`config.mk`:
```
export PLATFORM = sky130hd
export DESIGN_NAME = counter_ctrl
export DESIGN_NICKNAME = d
export VERILOG_FILES = /design/src/rtl/counter_ctrl.sv
export SDC_FILE = /design/constraint.sdc
export NUM_CORES = 1
export LEC_CHECK = 0
export BUFFER_PORTS_ARGS = -buffer_cell sky130_fd_sc_hd__buf_2
export CELL_PAD_IN_SITES_DETAIL_PLACEMENT = 1
export CELL_PAD_IN_SITES_GLOBAL_PLACEMENT = 1
export CORE_MARGIN = 4
export CORE_UTILIZATION = 40
export CTS_CLUSTER_DIAMETER = 100
export CTS_CLUSTER_SIZE = 14
export DETAILED_ROUTE_END_ITERATION = 12
export PLACE_DENSITY = 0.88
export SLEW_MARGIN = 0
export SYNTH_ARGS = -nofsm -noshare
export SYNTH_HDL_FRONTEND = slang
export SYNTH_SLANG_ARGS = --single-unit
```
`constraint.sdc`:
```
create_clock -name clk -period 2.35 [get_ports clk]
set_input_delay 0.47 -clock clk [delete_from_list [all_inputs] [get_ports clk]]
set_output_delay 0.47 -clock clk [all_outputs]
set_load 0.05 [all_outputs]
```
`src/rtl/counter_ctrl.sv`:
```
// rtl/counter_ctrl.sv - prescaled 12-bit up-counter with start/stop/clear control,
// one-shot or continuous-wrap modes and a loadable terminal count.
module counter_ctrl #(
  parameter int unsigned PRESCALE   = 4,
  parameter logic [11:0] DEFAULT_TC = 12'hFFF
) (
  input  logic        clk,
  input  logic        rst_n,
  input  logic        start,
  input  logic        stop,
  input  logic        clear,
  input  logic        mode,
  input  logic        tc_load,
  input  logic [11:0] tc_value,
  output logic [11:0] counter,
  output logic [1:0]  state,
  output logic        busy,
  output logic        done,
  output logic        wrap
);

  localparam int PW = (PRESCALE > 1) ? $clog2(PRESCALE) : 1;
  localparam logic [PW-1:0] PS_LAST = PW'(PRESCALE - 1);

  typedef enum logic [1:0] {
    IDLE  = 2'd0,
    RUN   = 2'd1,
    PAUSE = 2'd2,
    DONE  = 2'd3
  } state_t;

  state_t        st;
  logic [PW-1:0] prescaler;
  logic [11:0]   tc;
  logic          tick;

  assign tick  = (st == RUN) && (prescaler == PS_LAST);
  assign state = st;

  always_ff @(posedge clk or negedge rst_n) begin
    if (!rst_n) begin
      st        <= IDLE;
      counter   <= '0;
      prescaler <= '0;
      tc        <= DEFAULT_TC;
      busy      <= 1'b0;
      done      <= 1'b0;
      wrap      <= 1'b0;
    end else begin
      done <= 1'b0;
      wrap <= 1'b0;
      if (clear) begin
        st        <= IDLE;
        counter   <= '0;
        prescaler <= '0;
        busy      <= 1'b0;
      end else begin
        unique case (st)
          IDLE: begin
            if (tc_load) tc <= tc_value;
            if (start) begin
              st        <= RUN;
              counter   <= '0;
              prescaler <= '0;
              busy      <= 1'b1;
            end
          end
          RUN: begin
            // stop wins over both tick and start; the prescaler is frozen as-is
            if (stop) begin
              st <= PAUSE;
            end else if (tick) begin
              prescaler <= '0;
              if (counter != tc) begin
                counter <= counter + 12'd1;
              end else if (mode) begin
                counter <= '0;
                wrap    <= 1'b1;
              end else begin
                st   <= DONE;
                busy <= 1'b0;
                done <= 1'b1;
              end
            end else begin
              prescaler <= prescaler + 1'b1;
            end
          end
          PAUSE: begin
            if (start) st <= RUN;
          end
          DONE: begin
            if (tc_load) tc <= tc_value;
            if (start) begin
              st        <= RUN;
              counter   <= '0;
              prescaler <= '0;
              busy      <= 1'b1;
            end
          end
        endcase
      end
    end
  end

endmodule
```
[After elaboration in Yosys (flattened, before gate mapping)]
Cells that the tools add are included.
Word-level totals
  register bits: 31
  input bits: 19
  logic and storage cells: 73
  output and inout port bits: 17
Cells by class
  reduce and logical (&&, ||, !) cells: 10
  bitwise operators: 1
  $add $sub $neg: 2
  eq/ne operators: 15
  mux-type cells: 38
Operators by type and width (number)
  12-bit two-way mux: 6
  12-bit one-hot mux with 2 select lines: 1
  2-bit two-way mux: 10
  1-bit two-way mux: 18
  12-bit by 1-bit adder with 12-bit output, second input constant: 1
  12-bit inequality test: 1
  3-bit inequality test, second input constant: 4
  4-bit inequality test, second input constant: 3
  2-bit one-hot mux with 2 select lines: 2
  2-bit equality test, second input constant: 3
  3-bit by 1-bit inequality test with 1-bit output, second input constant: 2
  3-bit AND reduction: 2
  6-bit AND reduction: 1
  5-bit AND reduction: 1
  4-bit by 3-bit inequality test with 1-bit output, second input constant: 1
  4-bit AND reduction: 1
  3-bit nonzero test: 1
  3-bit OR reduction: 1
  2-bit by 1-bit adder with 2-bit output, second input constant: 1
  2-bit by 1-bit equality test with 1-bit output, second input constant: 1
  2-bit logical NOT: 1
  1-bit one-hot mux with 2 select lines: 1
  2-bit OR reduction: 1
  1-bit logical AND: 1
  1-bit inverter: 1

[Depth between registers and ports, before layout]
  word-level depth: 6
  gate-level depth with buffers: 9
  mapped depth without buffers: 8

[Worst setup path before layout]
Ideal clock, no wire load.
  path kind: reg2reg
  start: register st[1], in the netlist state[1]
  end: register counter[3]
  required time: 2.253 ns
  clock period less this slack: 2.268 ns
  cell stages (with the launch flop): 10
  arrival time: 2.171 ns
  buffers on the path: 1
  library setup time: 0.097 ns
  path slack: 0.082 ns
  cells stage by stage: dfrtp_1 -> inv_1 -> ha_1 -> mux2i_1 -> a21oi_1 -> nor2_1 -> a31o_1 -> or2_4 -> buf_6 -> o31ai_1
Between the ends
  cells in the longest elaborated chain, start to end: 4
  elaborated cells on any way between the ends: 13
  classes of those cells: eq/ne (6); mux (2); reduce/logical (5)
RTL lines
  start: declaration: RTL line 32  | state_t st;
  start signal: assignment: RTL line 42  | st <= IDLE;
  start signal: assignment: RTL line 53  | st <= IDLE;
  start signal: assignment: RTL line 62  | st <= RUN;
  2-bit equality test, or another cell as far along: RTL line 58  | unique case (st)
  2-bit OR reduction (no source line) or 1-bit logical AND (tied branches)
  3-bit by 1-bit inequality test with 1-bit output (no source line), or another cell as far along
  5-bit AND reduction (no source line) or 12-bit two-way mux (tied branches)
  end signal: assignment: RTL line 75  | counter <= counter + 12'd1;
  end: declaration: RTL line 15  | output logic [11:0] counter,
Several ways; a longest one is shown, not always the timed one.
A chain may end at the register's enable or synchronous reset.

[Worst setup path in the final report]
  start: register counter[3]
  end: register counter[4]
Between the ends
  cells in the longest elaborated chain, start to end: 6
  elaborated cells on any way between the ends: 9
  classes of those cells: add/sub (1); eq/ne (2); mux (5); reduce/logical (1)
RTL lines
  12-bit by 1-bit adder with 12-bit output or 12-bit inequality test (tied branches): RTL line 75, 74
  12-bit two-way mux: RTL line 74  | if (counter != tc) begin
  12-bit two-way mux: RTL line 72  | end else if (tick) begin
  12-bit two-way mux: RTL line 70  | if (stop) begin
  12-bit one-hot mux with 2 select lines: RTL line 58
  12-bit two-way mux: RTL line 52  | if (clear) begin
Several ways; a longest one is shown, not always the timed one. The select of a mux whose other input is x is not followed.

==> out/qor.yml <==
global_routing:
  grt_overflow: 0
  grt_pass1_vias: 1417
  grt.total_usage_pct: 18.1
  antenna_found_initial: 0
  grt_max_degree: 32
  grt_pass1_wl_mm: 7.09
timing:
  max_freq_ghz: 0.465
  hold_viol_final: 0
  maxSlewHeadroom_pct: 52.9
  min_period_ps: 2150
  finalSetupViolCount: 0
  timing.final.crit_share_pct: 91.6
  slew_violations: 0
  tightest_slew_ps: 706
  finClkSkew_ps: 8.07
  rsz0062_at_grt: "no"
  fin_tns_setup_ps: 0
die:
  core_sq_um: 3770
  io_pins: 36
  die_area_sq_um: 5120
  initial_core_util_pct: 42.8
  fp.dieW_microns: 71.5
  fp.dieH_microns: 71.5
  rows: 22
critical_path:
  startpoint_type: "flip-flop"
  cp_slowest_cell: "dfrtp_1"
  critPathArrivalTime_ps: 2340
  crit_cells: 7
  worst_path_dominant_cell_family: "compound AO/OA/AOI/OAI gates"
  critPathKind: "reg -> reg"
  rr_endpoint: "counter[4]$_DFFE_PN0P_"
  worstPathRequired_ps: 2530
  cp-endpoint: "counter[4]$_DFFE_PN0P_"
  critPathCaptureType: "flip-flop"
  cp_max_fo: 12
  r2r_start: "counter[3]$_DFFE_PN0P_"
  ff2ff_setup_slack_ps: 200
  reg2reg_depth: 7
  max_stage_delay_ps: 470
  cp_cell_sequence: "xnor2_1 > nand4_2 > o41ai_1 > a31o_1 > buf_4 > o21ai_0 > o31ai_1"
  critPathLaunch: "counter[3]$_DFFE_PN0P_"
  crit_buf_inv: 1
clock_tree:
  h-tree-depth: 2
  ctsResizeCount: 0
  cts_num_sinks: 31
  cts.clk_slew.worst_paths_ps: 70
  cts_buffers: 5
  tritoncts: "done"
  holdBufCountCts: 0
  cts_buffer_depth: 2
  post_cts_buffers: 0
  insertion_delay_ps: 290
  cts_root_buf: "clkbuf_8"
synthesis:
  yosys_register_bits: 31
  synth_fp_nets: 180
  syn_area_sq_um: 1620
  syn_avg_cell_area_sq_um: 10.3
  ys_warn_count: 0
  synthDistinctLibCells: 28
  ys_seq_area_share_pct: 49.0
  synthCells: 157
route:
  highest_layer: "met4"
  drt-total-wl_mm: 4.21
  vias: 1321
  wl_met2_mm: 2.19
  dr.pass1.iters: 4
  wl_per_cell_microns: 17.1
  met1Wirelength_mm: 1.80
  drt_iter0_drc: 58
  viasPerCell: 5.37
  routed-wl-met3_microns: 189
  ant_nets: 0
  drc: 0
pwr:
  power_leakage_nw: 0.853
  vdd_drop_max_mv: 0.442
  cellPowerDensity_nw_per_um2: 802
final_layout:
  multi_input_area_sq_um: 781
  register_area_sq_um: 791
  drive_gt1_share_pct: 35.4
  n_fill_cell: 442
  area_growth_pct: 19.2
  nets: 220
  instances_no_fill: 246
  n_antenna_cell: 0
placed_design:
  port_buffers: 35
  hpwlAfterDp_mm: 3.08
  routabilityCongestion: 0.735
  dp_cells: 238
outcome:
  status: "finished clean"
min_path:
  min_path_type: "in -> async"
flow_run:
  cap_violations: 0
-- synth_stat cells --
| cell type | count | area (sq um) |
|---|---|---|
| mux2i_1 | 2 | 20.0 |
| buf_1 | 1 | 3.75 |
| o21ai_0 | 19 | 95.1 |
| a31o_1 | 1 | 8.76 |
| inv_1 | 5 | 18.8 |
| nor2b_1 | 4 | 25.0 |
| ha_1 | 4 | 50.1 |
| nand3_1 | 5 | 25.0 |
| or2_4 | 1 | 8.76 |
| buf_6 | 1 | 11.3 |
| mux2_2 | 12 | 135 |
| nand2_1 | 13 | 48.8 |
| nor2_1 | 13 | 48.8 |
| dfstp_2 | 12 | 315 |
| nand4_1 | 3 | 18.8 |
| xnor2_1 | 12 | 105 |
| a2bb2oi_1 | 1 | 8.76 |
| nor4_1 | 1 | 6.26 |
| nand4_2 | 1 | 12.5 |
| o31ai_1 | 7 | 52.6 |
| buf_2 | 2 | 10.0 |
| o41ai_1 | 3 | 26.3 |
| nor3_1 | 2 | 10.0 |
| dfrtp_1 | 19 | 475 |
| a31oi_1 | 2 | 12.5 |
| nand2b_1 | 4 | 25.0 |
| a21oi_1 | 5 | 25.0 |
| and3_1 | 2 | 12.5 |
-- metrics by stage --
| stage | cell area [sq um] | hold slack [ps] | utilization (%) | power (mW) | worst slack, ps |
|---|---|---|---|---|---|
| after global routing | 1930 | 276 | 51.1 | 1.64 | 32.7 |
| after CTS | 1930 | 242 | 51.1 | 1.57 | 189 |
| after global placement | 1840 | 475 | 48.8 | 1.12 | 299 |
| after floorplan | 1620 | 174 | - | 1.03 | 82.3 |
| final | 1930 | 229 | 51.1 | 1.54 | 198 |
| after detailed placement | 1840 | 510 | 48.8 | 1.15 | 216 |
-- worst min path at each step --
stage | startpoint | to | slack [ps] | cells past startpoint
5_1_grt | rst_n | counter[3]$_DFFE_PN0P_ | 280 | 1
6_report | rst_n | counter[3]$_DFFE_PN0P_ | 230 | 1
4_1_cts | rst_n | counter[3]$_DFFE_PN0P_ | 240 | 1
2_1_floorplan | rst_n | busy$_DFFE_PN0P_ | 170 | 0
3_3_place_gp | prescaler[1]$_DFFE_PN0P_ | prescaler[1]$_DFFE_PN0P_ | 470 | 2
3_5_place_dp | prescaler[0]$_DFFE_PN0P_ | prescaler[0]$_DFFE_PN0P_ | 510 | 2
-- worst reg2reg max path, stage by stage, from the launching register on --
cell and delay (ps):
dfrtp_1 470, xnor2_1 260, nand4_2 170, o41ai_1 470, a31o_1 240, buf_4 200
o21ai_0 130, o31ai_1 100
-- per-layer routing --
| metal | track usage, % | up-vias |
|---|---|---|
| li1 | - | 639 |
| met1 | 21.8 | 645 |
| met2 | 29.8 | 33 |
| met3 | 6.59 | 4 |
| met4 | 6.68 | 0 |
| met5 | 0 | - |
-- cell families (layout without fill, tap and decap cells) --
family | after synthesis | after routing | share of synthesized area (%)
and+or+nand+nor | 49 | 49 | 14.9
AOI/OAI and AO/OA | 38 | 38 | 14.2
DFF | 31 | 31 | 49.0
muxes | 14 | 14 | 9.61
xor gates and xnor gates | 12 | 12 | 6.51
buffers and inverters | 9 | 50 | 2.71
adders and majority gates | 4 | 4 | 3.10
-- power breakdown --
part / switching [mW] / internal [mW] / total, mW
Sequential: 0.0736 / 0.669 / 0.743
Combinational: 0.216 / 0.176 / 0.392
Clock: 0.203 / 0.207 / 0.410
Total: 0.493 / 1.05 / 1.54
-- sequential cells by signal, summed over array words and instances, names as in the netlist --
register and flops:
state 2, wrap 1, counter 12, done 1, busy 1, prescaler 2, tc 12
-- final cells by class --
class,instances,share of cell area [%]
multi-input combinational,117,40.5
tap,48,3.12
inverter,5,0.975
clock inverter,2,0.650
sequential,31,41.1
clock buffer,6,3.77
timing repair buffer,37,9.88
-- placed cells by master (no fill, tap or decap), types with 3 or more instances in the layout --
cell type and n:
nand3_1 5, o21ai_0 19, a21oi_1 5, buf_2 35, xnor2_1 12, mux2_2 12, nand4_1 3, dfrtp_1 19
nor2_1 13, inv_1 5, o31ai_1 7, ha_1 4, nand2_1 13, clkbuf_8 5, dfstp_2 12, nand2b_1 4
o41ai_1 3, nor2b_1 4
Power figures use the tool's default switching activity.
